[src/rtl/rs_entry_array_if.sv]
// rs_entry_array_if: dispatch, wakeup, issue and status signals of the reservation-station entry array.
interface rs_entry_array_if #(
  parameter int RS_SIZE = 4,
  parameter int RS_INDEX_WIDTH = 2,
  parameter int TAG_WIDTH = 6,
  parameter int PAYLOAD_WIDTH = 64
);
  logic                      flush_i;
  logic                      wr_first_en_i;
  logic [RS_INDEX_WIDTH-1:0] wr_rs_index_first_i;
  logic [TAG_WIDTH-1:0]      wr_first_src1_tag_i, wr_first_src2_tag_i;
  logic                      wr_first_src1_rdy_i, wr_first_src2_rdy_i;
  logic [PAYLOAD_WIDTH-1:0]  wr_first_payload_i;
  logic                      wr_second_en_i;
  logic [RS_INDEX_WIDTH-1:0] wr_rs_index_second_i;
  logic [TAG_WIDTH-1:0]      wr_second_src1_tag_i, wr_second_src2_tag_i;
  logic                      wr_second_src1_rdy_i, wr_second_src2_rdy_i;
  logic [PAYLOAD_WIDTH-1:0]  wr_second_payload_i;
  logic                      wakeup_valid_i;
  logic [TAG_WIDTH-1:0]      wakeup_tag_i;
  logic [RS_SIZE-1:0]        rs_unused_o;
  logic                      issue_valid_o;
  logic                      issue_ready_i;
  logic [RS_INDEX_WIDTH-1:0] issue_index_o;
  logic [PAYLOAD_WIDTH-1:0]  issue_payload_o;
  logic [TAG_WIDTH-1:0]      issue_src1_tag_o, issue_src2_tag_o;
  logic [RS_INDEX_WIDTH:0]   rs_count_o;
  modport master (
    output flush_i, wr_first_en_i, wr_rs_index_first_i, wr_first_src1_tag_i, wr_first_src2_tag_i,
           wr_first_src1_rdy_i, wr_first_src2_rdy_i, wr_first_payload_i,
           wr_second_en_i, wr_rs_index_second_i, wr_second_src1_tag_i, wr_second_src2_tag_i,
           wr_second_src1_rdy_i, wr_second_src2_rdy_i, wr_second_payload_i,
           wakeup_valid_i, wakeup_tag_i, issue_ready_i,
    input  rs_unused_o, issue_valid_o, issue_index_o, issue_payload_o,
           issue_src1_tag_o, issue_src2_tag_o, rs_count_o
  );
  modport slave (
    input  flush_i, wr_first_en_i, wr_rs_index_first_i, wr_first_src1_tag_i, wr_first_src2_tag_i,
           wr_first_src1_rdy_i, wr_first_src2_rdy_i, wr_first_payload_i,
           wr_second_en_i, wr_rs_index_second_i, wr_second_src1_tag_i, wr_second_src2_tag_i,
           wr_second_src1_rdy_i, wr_second_src2_rdy_i, wr_second_payload_i,
           wakeup_valid_i, wakeup_tag_i, issue_ready_i,
    output rs_unused_o, issue_valid_o, issue_index_o, issue_payload_o,
           issue_src1_tag_o, issue_src2_tag_o, rs_count_o
  );
endinterface

[src/rtl/rs_entry_array.sv]
// rs_entry_array: dual-dispatch reservation-station storage with tag wakeup and single issue.
// Define RS_AGE_ORDER_EN to issue the oldest ready entry instead of the lowest-index one.
module rs_entry_array #(
  parameter int RS_SIZE = 4,
  parameter int RS_INDEX_WIDTH = 2,
  parameter int TAG_WIDTH = 6,
  parameter int PAYLOAD_WIDTH = 64
) (
  input logic          clk,
  input logic          rst,
  rs_entry_array_if.slave b
);
  localparam int CW = RS_INDEX_WIDTH + 1;
  logic [RS_SIZE-1:0]        valid_q, valid_d, s1_q, s1_d, s2_q, s2_d, ready, pick;
  logic [TAG_WIDTH-1:0]      t1_q [RS_SIZE], t1_d [RS_SIZE], t2_q [RS_SIZE], t2_d [RS_SIZE];
  logic [PAYLOAD_WIDTH-1:0]  pl_q [RS_SIZE], pl_d [RS_SIZE];
  logic [CW-1:0]             count_q, count_d;
  logic [RS_INDEX_WIDTH-1:0] sel, i0, i1;
  logic                      fire;
  assign i0 = b.wr_rs_index_first_i;
  assign i1 = b.wr_rs_index_second_i;
  assign ready = valid_q & s1_q & s2_q;
  assign fire = b.issue_valid_o & b.issue_ready_i;
`ifdef RS_AGE_ORDER_EN
  // older_q[i][j] set means entry j was dispatched before entry i
  logic [RS_SIZE-1:0] older_q [RS_SIZE], older_d [RS_SIZE];
  always_comb begin
    older_d = older_q;
    for (int j = 0; j < RS_SIZE; j++) begin
      if (b.wr_first_en_i) older_d[j][i0] = 1'b0;
      if (b.wr_second_en_i) older_d[j][i1] = 1'b0;
    end
    if (b.wr_first_en_i) older_d[i0] = valid_q;
    if (b.wr_second_en_i) older_d[i1] = valid_q | (b.wr_first_en_i ? RS_SIZE'(1) << i0 : '0);
  end
  always_ff @(posedge clk) older_q <= older_d;
  always_comb begin
    pick = '0;
    for (int i = 0; i < RS_SIZE; i++) pick[i] = ready[i] & ~|(older_q[i] & ready);
  end
`else
  assign pick = ready;
`endif
  always_comb begin
    sel = '0;
    for (int i = RS_SIZE - 1; i >= 0; i--) if (pick[i]) sel = RS_INDEX_WIDTH'(i);
  end
  always_comb begin
    valid_d = valid_q;
    s1_d = s1_q;
    s2_d = s2_q;
    t1_d = t1_q;
    t2_d = t2_q;
    pl_d = pl_q;
    for (int i = 0; i < RS_SIZE; i++) begin
      s1_d[i] = s1_q[i] | (b.wakeup_valid_i & valid_q[i] & (t1_q[i] == b.wakeup_tag_i));
      s2_d[i] = s2_q[i] | (b.wakeup_valid_i & valid_q[i] & (t2_q[i] == b.wakeup_tag_i));
    end
    if (fire) valid_d[sel] = 1'b0;
    if (b.wr_first_en_i) begin
      valid_d[i0] = 1'b1;
      t1_d[i0] = b.wr_first_src1_tag_i;
      t2_d[i0] = b.wr_first_src2_tag_i;
      pl_d[i0] = b.wr_first_payload_i;
      s1_d[i0] = b.wr_first_src1_rdy_i | (b.wakeup_valid_i & (b.wr_first_src1_tag_i == b.wakeup_tag_i));
      s2_d[i0] = b.wr_first_src2_rdy_i | (b.wakeup_valid_i & (b.wr_first_src2_tag_i == b.wakeup_tag_i));
    end
    if (b.wr_second_en_i) begin
      valid_d[i1] = 1'b1;
      t1_d[i1] = b.wr_second_src1_tag_i;
      t2_d[i1] = b.wr_second_src2_tag_i;
      pl_d[i1] = b.wr_second_payload_i;
      s1_d[i1] = b.wr_second_src1_rdy_i | (b.wakeup_valid_i & (b.wr_second_src1_tag_i == b.wakeup_tag_i));
      s2_d[i1] = b.wr_second_src2_rdy_i | (b.wakeup_valid_i & (b.wr_second_src2_tag_i == b.wakeup_tag_i));
    end
    if (b.flush_i) valid_d = '0;
  end
  assign count_d = b.flush_i ? '0 : count_q + CW'(b.wr_first_en_i) + CW'(b.wr_second_en_i) - CW'(fire);
  always_ff @(posedge clk) begin
    if (rst) begin
      valid_q <= '0;
      count_q <= '0;
    end else begin
      valid_q <= valid_d;
      count_q <= count_d;
    end
    s1_q <= s1_d;
    s2_q <= s2_d;
    t1_q <= t1_d;
    t2_q <= t2_d;
    pl_q <= pl_d;
  end
  always_ff @(posedge clk)
    if (!rst) begin
      assert (!(b.wr_first_en_i && valid_q[i0]));
      assert (!(b.wr_second_en_i && valid_q[i1]));
      assert (!(b.wr_first_en_i && b.wr_second_en_i && i0 == i1));
    end
  assign b.rs_unused_o = ~valid_q;
  assign b.issue_valid_o = |ready;
  assign b.issue_index_o = sel;
  assign b.issue_payload_o = pl_q[sel];
  assign b.issue_src1_tag_o = t1_q[sel];
  assign b.issue_src2_tag_o = t2_q[sel];
  assign b.rs_count_o = count_q;
endmodule

[src/flat_wrapper.sv]
// flat-port wrapper written by rule: the top's interface ports become plain ports
module rs_entry_array_flat 
#(
  parameter int RS_SIZE = 4,
  parameter int RS_INDEX_WIDTH = 2,
  parameter int TAG_WIDTH = 6,
  parameter int PAYLOAD_WIDTH = 64
)
  (clk, rst, b_flush_i, b_wr_first_en_i, b_wr_rs_index_first_i, b_wr_first_src1_tag_i, b_wr_first_src2_tag_i, b_wr_first_src1_rdy_i, b_wr_first_src2_rdy_i, b_wr_first_payload_i, b_wr_second_en_i, b_wr_rs_index_second_i, b_wr_second_src1_tag_i, b_wr_second_src2_tag_i, b_wr_second_src1_rdy_i, b_wr_second_src2_rdy_i, b_wr_second_payload_i, b_wakeup_valid_i, b_wakeup_tag_i, b_issue_ready_i, b_rs_unused_o, b_issue_valid_o, b_issue_index_o, b_issue_payload_o, b_issue_src1_tag_o, b_issue_src2_tag_o, b_rs_count_o);
  rs_entry_array_if #(.RS_SIZE(RS_SIZE), .RS_INDEX_WIDTH(RS_INDEX_WIDTH), .TAG_WIDTH(TAG_WIDTH), .PAYLOAD_WIDTH(PAYLOAD_WIDTH)) b_i ();
  input logic clk;
  input logic rst;
  input wire logic [$bits(b_i.flush_i)-1:0] b_flush_i;
  input wire logic [$bits(b_i.wr_first_en_i)-1:0] b_wr_first_en_i;
  input wire logic [$bits(b_i.wr_rs_index_first_i)-1:0] b_wr_rs_index_first_i;
  input wire logic [$bits(b_i.wr_first_src1_tag_i)-1:0] b_wr_first_src1_tag_i;
  input wire logic [$bits(b_i.wr_first_src2_tag_i)-1:0] b_wr_first_src2_tag_i;
  input wire logic [$bits(b_i.wr_first_src1_rdy_i)-1:0] b_wr_first_src1_rdy_i;
  input wire logic [$bits(b_i.wr_first_src2_rdy_i)-1:0] b_wr_first_src2_rdy_i;
  input wire logic [$bits(b_i.wr_first_payload_i)-1:0] b_wr_first_payload_i;
  input wire logic [$bits(b_i.wr_second_en_i)-1:0] b_wr_second_en_i;
  input wire logic [$bits(b_i.wr_rs_index_second_i)-1:0] b_wr_rs_index_second_i;
  input wire logic [$bits(b_i.wr_second_src1_tag_i)-1:0] b_wr_second_src1_tag_i;
  input wire logic [$bits(b_i.wr_second_src2_tag_i)-1:0] b_wr_second_src2_tag_i;
  input wire logic [$bits(b_i.wr_second_src1_rdy_i)-1:0] b_wr_second_src1_rdy_i;
  input wire logic [$bits(b_i.wr_second_src2_rdy_i)-1:0] b_wr_second_src2_rdy_i;
  input wire logic [$bits(b_i.wr_second_payload_i)-1:0] b_wr_second_payload_i;
  input wire logic [$bits(b_i.wakeup_valid_i)-1:0] b_wakeup_valid_i;
  input wire logic [$bits(b_i.wakeup_tag_i)-1:0] b_wakeup_tag_i;
  input wire logic [$bits(b_i.issue_ready_i)-1:0] b_issue_ready_i;
  output wire logic [$bits(b_i.rs_unused_o)-1:0] b_rs_unused_o;
  output wire logic [$bits(b_i.issue_valid_o)-1:0] b_issue_valid_o;
  output wire logic [$bits(b_i.issue_index_o)-1:0] b_issue_index_o;
  output wire logic [$bits(b_i.issue_payload_o)-1:0] b_issue_payload_o;
  output wire logic [$bits(b_i.issue_src1_tag_o)-1:0] b_issue_src1_tag_o;
  output wire logic [$bits(b_i.issue_src2_tag_o)-1:0] b_issue_src2_tag_o;
  output wire logic [$bits(b_i.rs_count_o)-1:0] b_rs_count_o;
  assign b_i.flush_i = b_flush_i;
  assign b_i.wr_first_en_i = b_wr_first_en_i;
  assign b_i.wr_rs_index_first_i = b_wr_rs_index_first_i;
  assign b_i.wr_first_src1_tag_i = b_wr_first_src1_tag_i;
  assign b_i.wr_first_src2_tag_i = b_wr_first_src2_tag_i;
  assign b_i.wr_first_src1_rdy_i = b_wr_first_src1_rdy_i;
  assign b_i.wr_first_src2_rdy_i = b_wr_first_src2_rdy_i;
  assign b_i.wr_first_payload_i = b_wr_first_payload_i;
  assign b_i.wr_second_en_i = b_wr_second_en_i;
  assign b_i.wr_rs_index_second_i = b_wr_rs_index_second_i;
  assign b_i.wr_second_src1_tag_i = b_wr_second_src1_tag_i;
  assign b_i.wr_second_src2_tag_i = b_wr_second_src2_tag_i;
  assign b_i.wr_second_src1_rdy_i = b_wr_second_src1_rdy_i;
  assign b_i.wr_second_src2_rdy_i = b_wr_second_src2_rdy_i;
  assign b_i.wr_second_payload_i = b_wr_second_payload_i;
  assign b_i.wakeup_valid_i = b_wakeup_valid_i;
  assign b_i.wakeup_tag_i = b_wakeup_tag_i;
  assign b_i.issue_ready_i = b_issue_ready_i;
  assign b_rs_unused_o = b_i.rs_unused_o;
  assign b_issue_valid_o = b_i.issue_valid_o;
  assign b_issue_index_o = b_i.issue_index_o;
  assign b_issue_payload_o = b_i.issue_payload_o;
  assign b_issue_src1_tag_o = b_i.issue_src1_tag_o;
  assign b_issue_src2_tag_o = b_i.issue_src2_tag_o;
  assign b_rs_count_o = b_i.rs_count_o;
  rs_entry_array #(.RS_SIZE(RS_SIZE), .RS_INDEX_WIDTH(RS_INDEX_WIDTH), .TAG_WIDTH(TAG_WIDTH), .PAYLOAD_WIDTH(PAYLOAD_WIDTH)) u_core (.clk(clk), .rst(rst), .b(b_i));
endmodule
[config.mk]
export PLATFORM = sky130hd
export DESIGN_NAME = rs_entry_array_flat
export DESIGN_NICKNAME = d
export VERILOG_FILES = /design/src/rtl/rs_entry_array_if.sv /design/src/rtl/rs_entry_array.sv /design/src/flat_wrapper.sv
export SDC_FILE = /design/constraint.sdc
export NUM_CORES = 1
export LEC_CHECK = 0
export ABC_AREA = 1
export CAP_MARGIN = 40
export CORE_AREA = 4 4 257 259
export CTS_CLUSTER_SIZE = 12
export DETAILED_ROUTE_END_ITERATION = 8
export DIE_AREA = 0 0 261 263
export PLACE_DENSITY = 0.47
export SYNTH_ARGS = -nofsm -noshare
export SYNTH_HDL_FRONTEND = slang
export SYNTH_SLANG_ARGS = --single-unit
[constraint.sdc]
create_clock -name clk -period 5.1 [get_ports clk]
set_input_delay 0.51 -clock clk [delete_from_list [all_inputs] [get_ports clk]]
set_output_delay 0.51 -clock clk [all_outputs]
set_load 0.01 [all_outputs]
==> flow_metrics.env <==
export IMPL_outcome="finished clean"
export IMPL_hold_buffers=0
export IMPL_synth_flop_cell="dfxtp_1"
export IMPL_via_per_inst=5.25
export IMPL_rsz0062_at_grt="false"
export IMPL_grt_use_total=0.207
export IMPL_p_leak_uw=0.00876
export IMPL_synth_top_area_cell="dfxtp_1"
export IMPL_p_per_area_nw_per_um2=383
export IMPL_slew_violations=0
export IMPL_initial_core_util=0.248
export IMPL_avgSynthCellArea_sq_um=6.74
export IMPL_clock_skew_ps=15.8
export IMPL_die_y_um=263
export IMPL_worstRegToRegCells=9
export IMPL_end_kind="primary output"
export IMPL_min_period_ps=4120
export IMPL_slew_headroom=0.378
export IMPL_tightest_slew_ps=932
export IMPL_dpl_hpwl_mm=45.2
export IMPL_grt_pass1_vias=17700
export IMPL_synth_most_common_cell="nand2_1"
export IMPL_finalSetupTns_ps=0
export IMPL_fmax_mhz=243
export IMPL_cts_tree="done"
export IMPL_synth_distinct_cells=31
export IMPL_timing_worst_setup_path_type="reg2out"
export IMPL_grt_pass1_wl_mm=110
export IMPL_die_w_um=261
export IMPL_hold_class="reg2reg"
export IMPL_fp_row_count=93
export IMPL_critPathArrivalTime_ps=3610
export IMPL_critPathMaxFanout=49
export IMPL_cp_required_ps=4590
export IMPL_drt_pass1_iter_count=6
export IMPL_clock_sinks=319
export IMPL_drc=0
export IMPL_gp_congestion=0.849
export IMPL_hold_slack_ps=474
export IMPL_synth_top_area_share=0.403
export IMPL_antenna_found_initial=0
export IMPL_pin_count=259
export IMPL_drt_initial_drc_count=1834
export IMPL_cts_resized=0
export IMPL_grt_max_degree=66
export IMPL_overflow=0
export IMPL_maxCapViolCount=0
export IMPL_synth_area_leaders="dfxtp_1 40%, nand2_1 13%, a21oi_1 9.4%"
export IMPL_cts_path_max_buffers=3
export IMPL_h_tree_depth=2
export IMPL_post_route_period_util=0.808
export IMPL_total_power_uw=7830
export IMPL_core_area_sq_um=63900
export IMPL_setup_viol=0
export IMPL_hold_viol=0
export IMPL_cts_buffers=39
export IMPL_nFillCells=6798
export IMPL_post_drt_wl_per_cell_um=21.8
export IMPL_yosysWarnings=0
export IMPL_placed_area_sq_um=19200
export IMPL_cts_setup_buffers=0
export IMPL_async_reset_ff_frac=0
export IMPL_stdcell_area_sq_um=20500
export IMPL_routed_via_count=17800
export IMPL_yosysSeqAreaShare=0.403
export IMPL_io_buffers=258
export IMPL_synthesis_area_sq_um=15800
export IMPL_clock_latency_ps=560
export IMPL_netlist_instances=2352
export IMPL_holdPathStages=2
export IMPL_synth_top_cells_by_count="543 x nand2_1, 319 x dfxtp_1, 297 x a21oi_1"
export IMPL_final_nets=2686
export IMPL_ys_seq_elements=319
export IMPL_startpoint_type="flip-flop"
export IMPL_ant_nets=0
export IMPL_drive_above_1_share=0.0532
export IMPL_area_growth_pct=29.2
export IMPL_vdd_ir_drop_max_mv=0.198
export IMPL_cts_root_buf="clkbuf_16"
export IMPL_synth_edf_count=0
export IMPL_dieArea_sq_um=68600
export IMPL_clk_pin_slew_ps=60
export IMPL_routed_wl_mm=74.0
export IMPL_synthesis_nets=2528
export IMPL_antenna_cells=0
[logic make-up (layout without fill, tap and decap cells)]
| kind of cell | after synthesis | after routing | synth area share |
|---|---|---|---|
| AO/OA/AOI/OAI | 717 | 717 | 0.246 |
| XOR/XNOR | 15 | 15 | 0.00829 |
| adder cells (fa/ha/maj) | 3 | 3 | 0.00332 |
| buffers and inverters | 381 | 567 | 0.0955 |
| flip-flops | 319 | 319 | 0.403 |
| AND/OR/NAND/NOR | 917 | 917 | 0.244 |
[flip-flops by register name, summed over array words and instances (netlist names)]
register             count
u_core.b.rs_count_o      3
u_core.pl_q            256
u_core.s1_q              4
u_core.s2_q              4
u_core.t1_q             24
u_core.t2_q             24
u_core.valid_q           4
[routing by layer]
metal / track usage / wire length [um] / vias up / share of wire
met3: 0.0381 / 5920 / 123 / 0.080
met2: 0.339 / 33900 / 897 / 0.46
met1: 0.277 / 32200 / 8548 / 0.44
met5: 0 / 0 / - / 0
met4: 0.0648 / 1930 / 0 / 0.026
li1: - / - / 8248 / -
[area by class of cell]
cell class | instances | area, sq um | share of cell area
Timing Repair Buffer | 298 | 2970 | 0.145
Clock inverter | 7 | 60.1 | 0.00293
Inverter | 200 | 756 | 0.0369
Clock buffer | 62 | 1210 | 0.0593
Sequential cell | 319 | 6390 | 0.312
Tap cell | 855 | 1070 | 0.0522
Multi-Input combinational cell | 1652 | 8020 | 0.392
[cell usage in the layout (no fill, tap or decap), types with 3 or more instances in the layout]
| cell | netlist | layout |
|---|---|---|
| a31oi_1 | 31 | 31 |
| a22oi_1 | 51 | 51 |
| nor2_4 | 2 | 3 |
| clkinv_1 | 6 | 4 |
| or2_2 | 10 | 10 |
| nor2_1 | 161 | 160 |
| clkbuf_16 | 0 | 41 |
| clkbuf_8 | 0 | 11 |
| nand4_1 | 81 | 81 |
| buf_4 | 7 | 33 |
| nand2_1 | 543 | 541 |
| xor2_1 | 8 | 8 |
| nand3_1 | 111 | 108 |
| clkinv_2 | 0 | 8 |
| buf_12 | 0 | 7 |
| o21ai_0 | 233 | 233 |
| clkdlybuf4s50_1 | 0 | 258 |
| xnor2_1 | 7 | 7 |
| a21oi_1 | 297 | 297 |
| dfxtp_1 | 319 | 319 |
| nand2_4 | 0 | 3 |
| inv_2 | 7 | 8 |
| inv_1 | 187 | 185 |
| o22ai_1 | 101 | 101 |
| clkbuf_1 | 123 | 10 |
[metrics by stage]
step | std cells | util | worst slack [ps]
5_1_grt | 3393 | 0.321 | 811
2_1_floorplan | 2352 | - | 2830
6_report | 3393 | 0.321 | 978
3_3_place_gp | 3319 | 0.299 | 1550
3_5_place_dp | 3324 | 0.301 | 1570
4_1_cts | 3393 | 0.321 | 963
[worst max-delay path, stage by stage (launching register included)]
cell and delay [ps]:
dfxtp_1 440, nand3_1 130, nand2_1 150, nand2_1 110, nand2_4 400, inv_2 130
nor2_4 110, buf_4 660, nand2_1 110, nand4_1 220, clkdlybuf4s50_1 590
[path summary, 6_finish.rpt]
path	slack (ps)	endpoint	startpoint
max	980	b_issue_payload_o[35]	u_core.valid_q[2]
min	470	u_core.pl_q[227]	u_core.pl_q[227]
max reg2reg	2620	u_core.b.rs_count_o[2]	u_core.valid_q[0]
min reg2reg	470	u_core.pl_q[227]	u_core.pl_q[227]
[where the power goes]
part,internal [uW],total [uW],switching (uW)
sequential,2960,3240,277
combinational,792,1780,990
clock,1680,2820,1140
Power figures use the tool's default switching activity.
